**config.mk**
```make
export PLATFORM = sky130hd
export DESIGN_NAME = zeroheti_apb_mtimer
export DESIGN_NICKNAME = d
export VERILOG_FILES = /design/src/rtl/zeroheti_pkg.sv /design/src/rtl/zeroheti_apb_sbr_fsm.sv /design/src/rtl/zeroheti_apb_mtimer.sv
export SDC_FILE = /design/constraint.sdc
export NUM_CORES = 1
export LEC_CHECK = 0
export CORE_ASPECT_RATIO = 0.75
export CORE_MARGIN = 2
export CORE_UTILIZATION = 52
export DETAILED_ROUTE_END_ITERATION = 12
export PLACE_DENSITY = 0.77
export SETUP_SLACK_MARGIN = 0.02
export SYNTH_ARGS = -nofsm -noshare
export SYNTH_HDL_FRONTEND = slang
export SYNTH_SLANG_ARGS = --single-unit
export TNS_END_PERCENT = 10
```
**constraint.sdc**
```tcl
create_clock -name clk_i -period 2.4 [get_ports clk_i]
set_input_delay 0.24 -clock clk_i [delete_from_list [all_inputs] [get_ports clk_i]]
set_output_delay 0.24 -clock clk_i [all_outputs]
set_load 0.02 [all_outputs]
```
**src/rtl/zeroheti_pkg.sv**
```systemverilog
// rtl/zeroheti_pkg.sv - shared register offsets, APB states and constants for the mtimer
package zeroheti_pkg;

    typedef enum logic [2:0] {
        MTIME_LO = 3'd0,
        MTIME_HI = 3'd1,
        CMP_LO   = 3'd2,
        CMP_HI   = 3'd3,
        CTRL     = 3'd4
    } mtimer_reg_e;

    typedef enum logic [1:0] {
        APB_IDLE,
        APB_SETUP,
        APB_ACCESS
    } apb_state_e;

    localparam int          MtimerCtrlEnBit = 0;
    localparam logic [63:0] MtimerCmpRst    = 64'hFFFF_FFFF_FFFF_FFFF;

    function automatic logic [31:0] apply_strb(input logic [31:0] cur,
                                               input logic [31:0] wdata,
                                               input logic [3:0]  strb);
        logic [31:0] res;
        res = cur;
        for (int i = 0; i < 4; i++) begin
            if (strb[i]) res[8*i +: 8] = wdata[8*i +: 8];
        end
        return res;
    endfunction

endpackage

```
**src/rtl/zeroheti_apb_sbr_fsm.sv**
```systemverilog
// rtl/zeroheti_apb_sbr_fsm.sv - APB completer handshake FSM with one wait state per transfer
module zeroheti_apb_sbr_fsm
    import zeroheti_pkg::*;
(
    input  logic       clk_i,
    input  logic       rst_i,
    input  logic       psel_i,
    input  logic       penable_i,
    input  logic       pwrite_i,
    input  logic [2:0] addr_i,
    output logic       wr_en,
    output logic       rd_en,
    output logic [2:0] addr_q,
    output logic       pready_o
);

    apb_state_e state_q, state_d;
    logic       write_q;
    logic       start;

    always_comb begin
        start   = psel_i & ~penable_i;
        state_d = state_q;
        wr_en   = 1'b0;
        rd_en   = 1'b0;
        case (state_q)
            APB_IDLE:   if (start) state_d = APB_SETUP;
            APB_SETUP: begin
                // register file acts on this edge so its response is registered into ACCESS
                state_d = APB_ACCESS;
                wr_en   = write_q;
                rd_en   = ~write_q;
            end
            APB_ACCESS: state_d = start ? APB_SETUP : APB_IDLE;
            default:    state_d = APB_IDLE;
        endcase
    end

    always_ff @(posedge clk_i) begin
        if (rst_i) begin
            state_q  <= APB_IDLE;
            pready_o <= 1'b0;
            addr_q   <= '0;
            write_q  <= 1'b0;
        end else begin
            state_q  <= state_d;
            pready_o <= (state_q == APB_SETUP);
            if (state_d == APB_SETUP) begin
                addr_q  <= addr_i;
                write_q <= pwrite_i;
            end
        end
    end

endmodule

```
**src/rtl/zeroheti_apb_mtimer.sv**
```systemverilog
// rtl/zeroheti_apb_mtimer.sv - APB mtime/mtimecmp timer with level irq; ZEROHETI_MTIMER_PSC_EN adds a prescaler
module zeroheti_apb_mtimer
    import zeroheti_pkg::*;
#(
    parameter int AddrWidth = 32,
    parameter int PscWidth  = 8
) (
    input  logic                 clk_i,
    input  logic                 rst_i,
    input  logic [AddrWidth-1:0] paddr_i,
    input  logic                 psel_i,
    input  logic                 penable_i,
    input  logic                 pwrite_i,
    input  logic [31:0]          pwdata_i,
    input  logic [3:0]           pstrb_i,
    output logic [31:0]          prdata_o,
    output logic                 pready_o,
    output logic                 pslverr_o,
    output logic                 irq_o
);

    logic        wr_en, rd_en;
    logic [2:0]  addr_q;
    logic [63:0] mtime_q, mtime_d, cmp_q;
    logic [31:0] snap_q, lo_inc, rd_val, ctrl_rd;
    logic        en_q, tick, inc, addr_bad;
    logic [PscWidth-1:0] psc_q;
    logic        unused_paddr;

    assign unused_paddr = ^{paddr_i[AddrWidth-1:5], paddr_i[1:0]};

    zeroheti_apb_sbr_fsm u_fsm (
        .clk_i     (clk_i),
        .rst_i     (rst_i),
        .psel_i    (psel_i),
        .penable_i (penable_i),
        .pwrite_i  (pwrite_i),
        .addr_i    (paddr_i[4:2]),
        .wr_en     (wr_en),
        .rd_en     (rd_en),
        .addr_q    (addr_q),
        .pready_o  (pready_o)
    );

`ifdef ZEROHETI_MTIMER_PSC_EN
    logic [PscWidth-1:0] psc_cnt_q;

    assign tick = (psc_cnt_q == psc_q);

    always_ff @(posedge clk_i) begin
        if (rst_i) begin
            psc_q     <= '0;
            psc_cnt_q <= '0;
        end else if (wr_en && addr_q == CTRL) begin
            if (pstrb_i[1]) psc_q <= pwdata_i[8 +: PscWidth];
            psc_cnt_q <= '0;
        end else if (en_q) begin
            psc_cnt_q <= tick ? '0 : psc_cnt_q + PscWidth'(1);
        end
    end
`else
    assign psc_q = '0;
    assign tick  = 1'b1;
`endif

    assign ctrl_rd  = (32'(psc_q) << 8) | 32'(en_q);
    assign addr_bad = (addr_q > 3'd4);

    always_comb begin
        inc     = en_q & tick;
        lo_inc  = mtime_q[31:0] + 32'(inc);
        mtime_d = mtime_q + 64'(inc);
        // a write to one half overrides the increment there; the other half never sees a carry
        if (wr_en && addr_q == MTIME_LO) begin
            mtime_d = {mtime_q[63:32], apply_strb(mtime_q[31:0], pwdata_i, pstrb_i)};
        end else if (wr_en && addr_q == MTIME_HI) begin
            mtime_d = {apply_strb(mtime_q[63:32], pwdata_i, pstrb_i), lo_inc};
        end
        rd_val = '0;
        case (addr_q)
            MTIME_LO: rd_val = mtime_q[31:0];
            MTIME_HI: rd_val = snap_q;
            CMP_LO:   rd_val = cmp_q[31:0];
            CMP_HI:   rd_val = cmp_q[63:32];
            CTRL:     rd_val = ctrl_rd;
            default:  rd_val = '0;
        endcase
    end

    always_ff @(posedge clk_i) begin
        if (rst_i) begin
            mtime_q   <= '0;
            cmp_q     <= MtimerCmpRst;
            en_q      <= 1'b0;
            snap_q    <= '0;
            prdata_o  <= '0;
            pslverr_o <= 1'b0;
            irq_o     <= 1'b0;
        end else begin
            irq_o     <= (mtime_q >= cmp_q);
            mtime_q   <= mtime_d;
            prdata_o  <= rd_en ? rd_val : '0;
            pslverr_o <= (rd_en | wr_en) & addr_bad;
            if (rd_en && addr_q == MTIME_LO) snap_q <= mtime_q[63:32];
            if (wr_en && addr_q == CMP_LO) cmp_q[31:0] <= apply_strb(cmp_q[31:0], pwdata_i, pstrb_i);
            if (wr_en && addr_q == CMP_HI) cmp_q[63:32] <= apply_strb(cmp_q[63:32], pwdata_i, pstrb_i);
            if (wr_en && addr_q == CTRL && pstrb_i[0]) en_q <= pwdata_i[MtimerCtrlEnBit];
        end
    end

endmodule
```
==> impl_table.tex <==
\begin{tabular}{lr}
\hline
Metric & Value \\
\hline
\multicolumn{2}{l}{\textbf{Status}} \\
\quad Outcome & finished, final reports clean \\
\multicolumn{2}{l}{\textbf{Cells and area}} \\
\quad Diode insertion count for antenna repair & 0 \\
\quad Number of filler cells placed in the layout & 1,717 \\
\quad Share of final-layout standard cells stronger than drive strength 1 & 13.0\% \\
\quad Number of nets in the layout & $\sim$1,600 \\
\quad Layout overhead on the synthesized area & 22.4\% \\
\quad Final cell area excluding filler cells & $\sim$13,000 um2 \\
\quad Combined area of the multi-input logic cells & $\sim$6000 um2 \\
\quad Sequential Area & between 4000 and 5000 um2 \\
\multicolumn{2}{l}{\textbf{Setup path}} \\
\quad Startpoint type of the worst setup path & flip-flop \\
\quad WP data arrival & about 2.7 ns \\
\quad Crit Path Class & flip-flop to flip-flop \\
\quad WP data required & around 2.8 ns \\
\quad Kind of end point of the critical path & flip-flop \\
\quad Critical path peak fanout & 39 \\
\multicolumn{2}{l}{\textbf{Logic synthesis}} \\
\quad Most area-consuming cells after synthesis & dfxtp\_1 (37\%), ha\_1 (7.6\%), nand2\_1 (7.0\%), a21oi\_1 (6.7\%), o211ai\_1 (5.0\%) \\
\quad Post-Syn Nets & around 1,500 \\
\quad Portion of synthesized cell area occupied by the leading cell type & about 37\% \\
\quad Count of warnings emitted by yosys & 0 \\
\quad Synthesized area & 10,800 um2 \\
\quad Yosys top cell by area & dfxtp\_1 \\
\quad Dominant register cell in the synthesized netlist & dfxtp\_1 \\
\quad Flip-flop and latch count after synthesis & roughly 200 \\
\quad Number of distinct library cells after synthesis & 75 \\
\quad Avg Inst Size Synth & about 8 um2 \\
\quad Share of synthesized registers carrying an async set or reset & 0\% \\
\quad Number of enable flip-flop cells after synthesis & 0 \\
\quad Number of standard cells after synthesis & 1,342 \\
\quad Part of the Yosys area used for sequential elements & roughly 37\% \\
\multicolumn{2}{l}{\textbf{Drt}} \\
\quad Drt total wl & approximately 36,000 um \\
\quad Vias per std cell & between 6 and 7 \\
\quad Via count & between 10,000 and 15,000 \\
\quad Remaining antenna violation count after routing & 0 \\
\quad Number of DRC violations after detailed routing & 0 \\
\quad Routed length per placed instance & about 20 um \\
\quad Number of detailed-routing iterations run before antenna repair & 6 \\
\quad Iteration-0 DRC count of the detailed router & between 1,000 and 1,500 \\
\multicolumn{2}{l}{\textbf{Placed design}} \\
\quad Count of buffers from port buffering & between 70 and 80 \\
\quad Post-DP HPWL & about 26,000 um \\
\quad Gpl congestion & 0.974 \\
\quad Instance area after placement & 12,400 um2 \\
\multicolumn{2}{l}{\textbf{Die}} \\
\quad I/O Pins & between 100 and 150 \\
\quad Placement Rows & 45 \\
\quad Starting density of the core & between 50\% and 60\% \\
\quad Die area & about 22,000 um2 \\
\quad Die width & roughly 170 um \\
\quad Height of the die & about 130 um \\
\quad Total core area & $\sim$20,000 um2 \\
\multicolumn{2}{l}{\textbf{Pwr}} \\
\quad Max VDD drop & approximately 0.54 mV \\
\quad Portion of total power attributed to the clock network & roughly half \\
\quad Power after layout & $\sim$7.3 mW \\
\quad Static Leak & about 5.6 nW \\
\quad Part of the power in registers & between 40\% and 50\% \\
\quad Internal Pwr Total & 5.63 mW \\
\quad PD cells & about 550 nW/um2 \\
\quad Net switching fraction of the power & a little under a quarter \\
\quad Combinational fraction of design power & about 5.5\% \\
\quad Power spent charging and discharging nets & 1.68 mW \\
\multicolumn{2}{l}{\textbf{Timing}} \\
\quad Unrepaired setup endpoints after global routing & yes \\
\quad Pin slew with the least headroom to its limit & a little under 0.7 ns \\
\quad Worst max-slew margin expressed relative to the limit & $\sim$54\% \\
\quad Final period demand of the worst path & 2.34 ns \\
\quad Worst Hold Margin & 0.265 ns \\
\quad Max Fclk & 428 MHz \\
\quad Max Slew Vio Count & 0 \\
\quad Final Cycle Share & 97.3\% \\
\quad Number of hold-slack violations in the final timing report & 0 \\
\quad Setup violations, final & 0 \\
\quad Skew final & 0.00716 ns \\
\multicolumn{2}{l}{\textbf{Global route}} \\
\quad GRT overflow & 0 \\
\quad First-pass GRT wire length & between 50,000 and 60,000 um \\
\quad Maximum number of pins on one net before global-route repair & 51 \\
\quad Number of global-route vias before repair & 10,200 \\
\quad Global routing usage summed across all routing layers & 32.2\% \\
\quad Number of antenna violations at the first check in global routing & 0 \\
\multicolumn{2}{l}{\textbf{Hold path}} \\
\quad Hold WC Path Type & primary input to flip-flop \\
\multicolumn{2}{l}{\textbf{Run}} \\
\quad Number of max-cap violations & 0 \\
\multicolumn{2}{l}{\textbf{Clock network}} \\
\quad Clock root buffer & clkbuf\_16 \\
\quad CTS Buffer Depth & 3 \\
\quad Sinks on the clock net & around 200 \\
\quad Clock insertion delay at the later pin of the skew report & 0.52 ns \\
\quad Number of H-tree levels & 1 \\
\quad CTS tree & done \\
\quad Number of buffers inserted during clock tree synthesis & 22 \\
\quad Clk slew on worst S/H paths & 0.06 ns \\
\hline
\end{tabular}
==> worst paths after layout <==
kind | from | depth (start not counted) | slack [ns] | end
hold / removal | rst_i | 2 | 0.26 | mtime_q[12]
setup reg to reg | u_fsm.addr_q[1] | 8 | 0.06 | mtime_q[18]
hold reg to reg | snap_q[27] | 2 | 0.46 | snap_q[27]
setup / recovery | u_fsm.addr_q[1] | 8 | 0.06 | mtime_q[18]
==> worst max-delay path, cell delays in order (launching register included) <==
cell,delay [ns]
dfxtp_1,0.51
nor3_2,0.10
buf_12,0.21
nand2_1,0.29
buf_4,0.30
nor2_1,0.13
nor2_1,0.12
nor2_1,0.04
a2111oi_1,0.45
==> registers in the layout (all words and copies together), names as in the netlist <==
register / flops
u_fsm.state_q: 2
cmp_q: 64
mtime_q: 64
u_fsm.addr_q: 3
pslverr_o: 1
snap_q: 32
en_q: 1
u_fsm.write_q: 1
irq_o: 1
prdata_o: 32
==> layout make-up <==
| type | instances | area share [%] |
|---|---|---|
| clock buffers | 33 | 5.08 |
| inverters | 76 | 2.15 |
| well taps | 282 | 2.66 |
| clock inverters | 5 | 0.595 |
| repair buffers | 193 | 12.6 |
| flip-flops and latches | 201 | 30.4 |
| multi-input cells | 970 | 46.5 |
==> per-layer routing <==
metal / global-route usage, % / up-vias / share of wire (%)
li1: - / 5172 / -
met1: 47.5 / 5207 / 44
met2: 47.9 / 661 / 41
met3: 6.83 / 78 / 13
met4: 8.04 / 0 / 2.4
met5: 0 / - / 0
==> power by group through the flow <==
stage / combinational [mW] / clock, mW / sequential, mW
floorplan: 0.167 / 0 / 3.43
global placement: 0.385 / 0 / 3.43
detailed placement: 0.390 / 0 / 3.43
CTS: 0.391 / 3.55 / 3.36
global route: 0.419 / 3.70 / 3.36
finish: 0.404 / 3.54 / 3.36
==> repair_timing <==
action                                  in CTS  in global routing
setup buffers                                0                  0
resized for setup                            0                 21
hold buffers                                 0                  0
endpoints found under the setup margin       0                 32
==> cell families (layout without fill, tap and decap cells) <==
family	Yosys count	after routing	share of synthesized area [%]
simple gates	465	465	21.0
compound gates	410	410	24.7
flops	201	201	37.2
buf+inv	171	307	6.70
fa+ha+maj	66	66	7.63
mux	26	26	2.59
xor+xnor	3	3	0.243
==> cell usage after synthesis (2+ instances only) <==
cell type,instances
inv_1,75
dfxtp_1,201
nor4_1,13
xnor2_1,2
and2_1,8
nor2_1,76
a31oi_1,13
nor4_4,2
nor2b_1,2
clkbuf_8,6
o22ai_1,2
o221ai_1,12
a311oi_1,5
buf_1,4
a211oi_1,12
a22oi_1,64
ha_1,66
and3_1,25
clkbuf_1,75
and4_1,12
nor3b_1,5
nand4_1,26
or2_2,2
a2111oi_0,2
nor4b_1,4
or4_1,2
mux2i_1,19
o21a_1,2
buf_2,6
nand2_1,203
o211ai_1,72
and4_2,2
a32oi_1,11
nand2b_1,8
a221oi_1,7
o21ai_0,40
a21o_1,6
or3_1,6
mux2_2,6
o31ai_1,2
a21oi_1,146
nand3_1,40
nor3_1,18
==> per-stage QoR <==
step | cells | utilization [%] | TNS, ns | setup WS (ns)
after floorplan | 1342 | - | 0 | 0.0370
after global placement | 1722 | 61.1 | 0 | 0.0796
after CTS | 1760 | 64.8 | 0 | 0.0311
final | 1760 | 65.2 | 0 | 0.0639
after global routing | 1760 | 65.2 | -0.0739 | -0.0739
after detailed placement | 1722 | 61.1 | 0 | 0.0349
==> placed cells by master, fill, tap and decap left out, types with 13 or more instances in the layout <==
| cell type | n |
|---|---|
| a21oi_1 | 146 |
| a22oi_1 | 64 |
| a31oi_1 | 13 |
| and3_1 | 24 |
| buf_4 | 113 |
| clkbuf_16 | 23 |
| clkdlybuf4s50_1 | 77 |
| dfxtp_1 | 196 |
| ha_1 | 64 |
| inv_1 | 75 |
| mux2i_1 | 19 |
| nand2_1 | 203 |
| nand3_1 | 38 |
| nand4_1 | 26 |
| nor2_1 | 76 |
| nor3_1 | 16 |
| o211ai_1 | 72 |
| o21ai_0 | 39 |
Note: power is estimated with default switching activity, not from simulation.
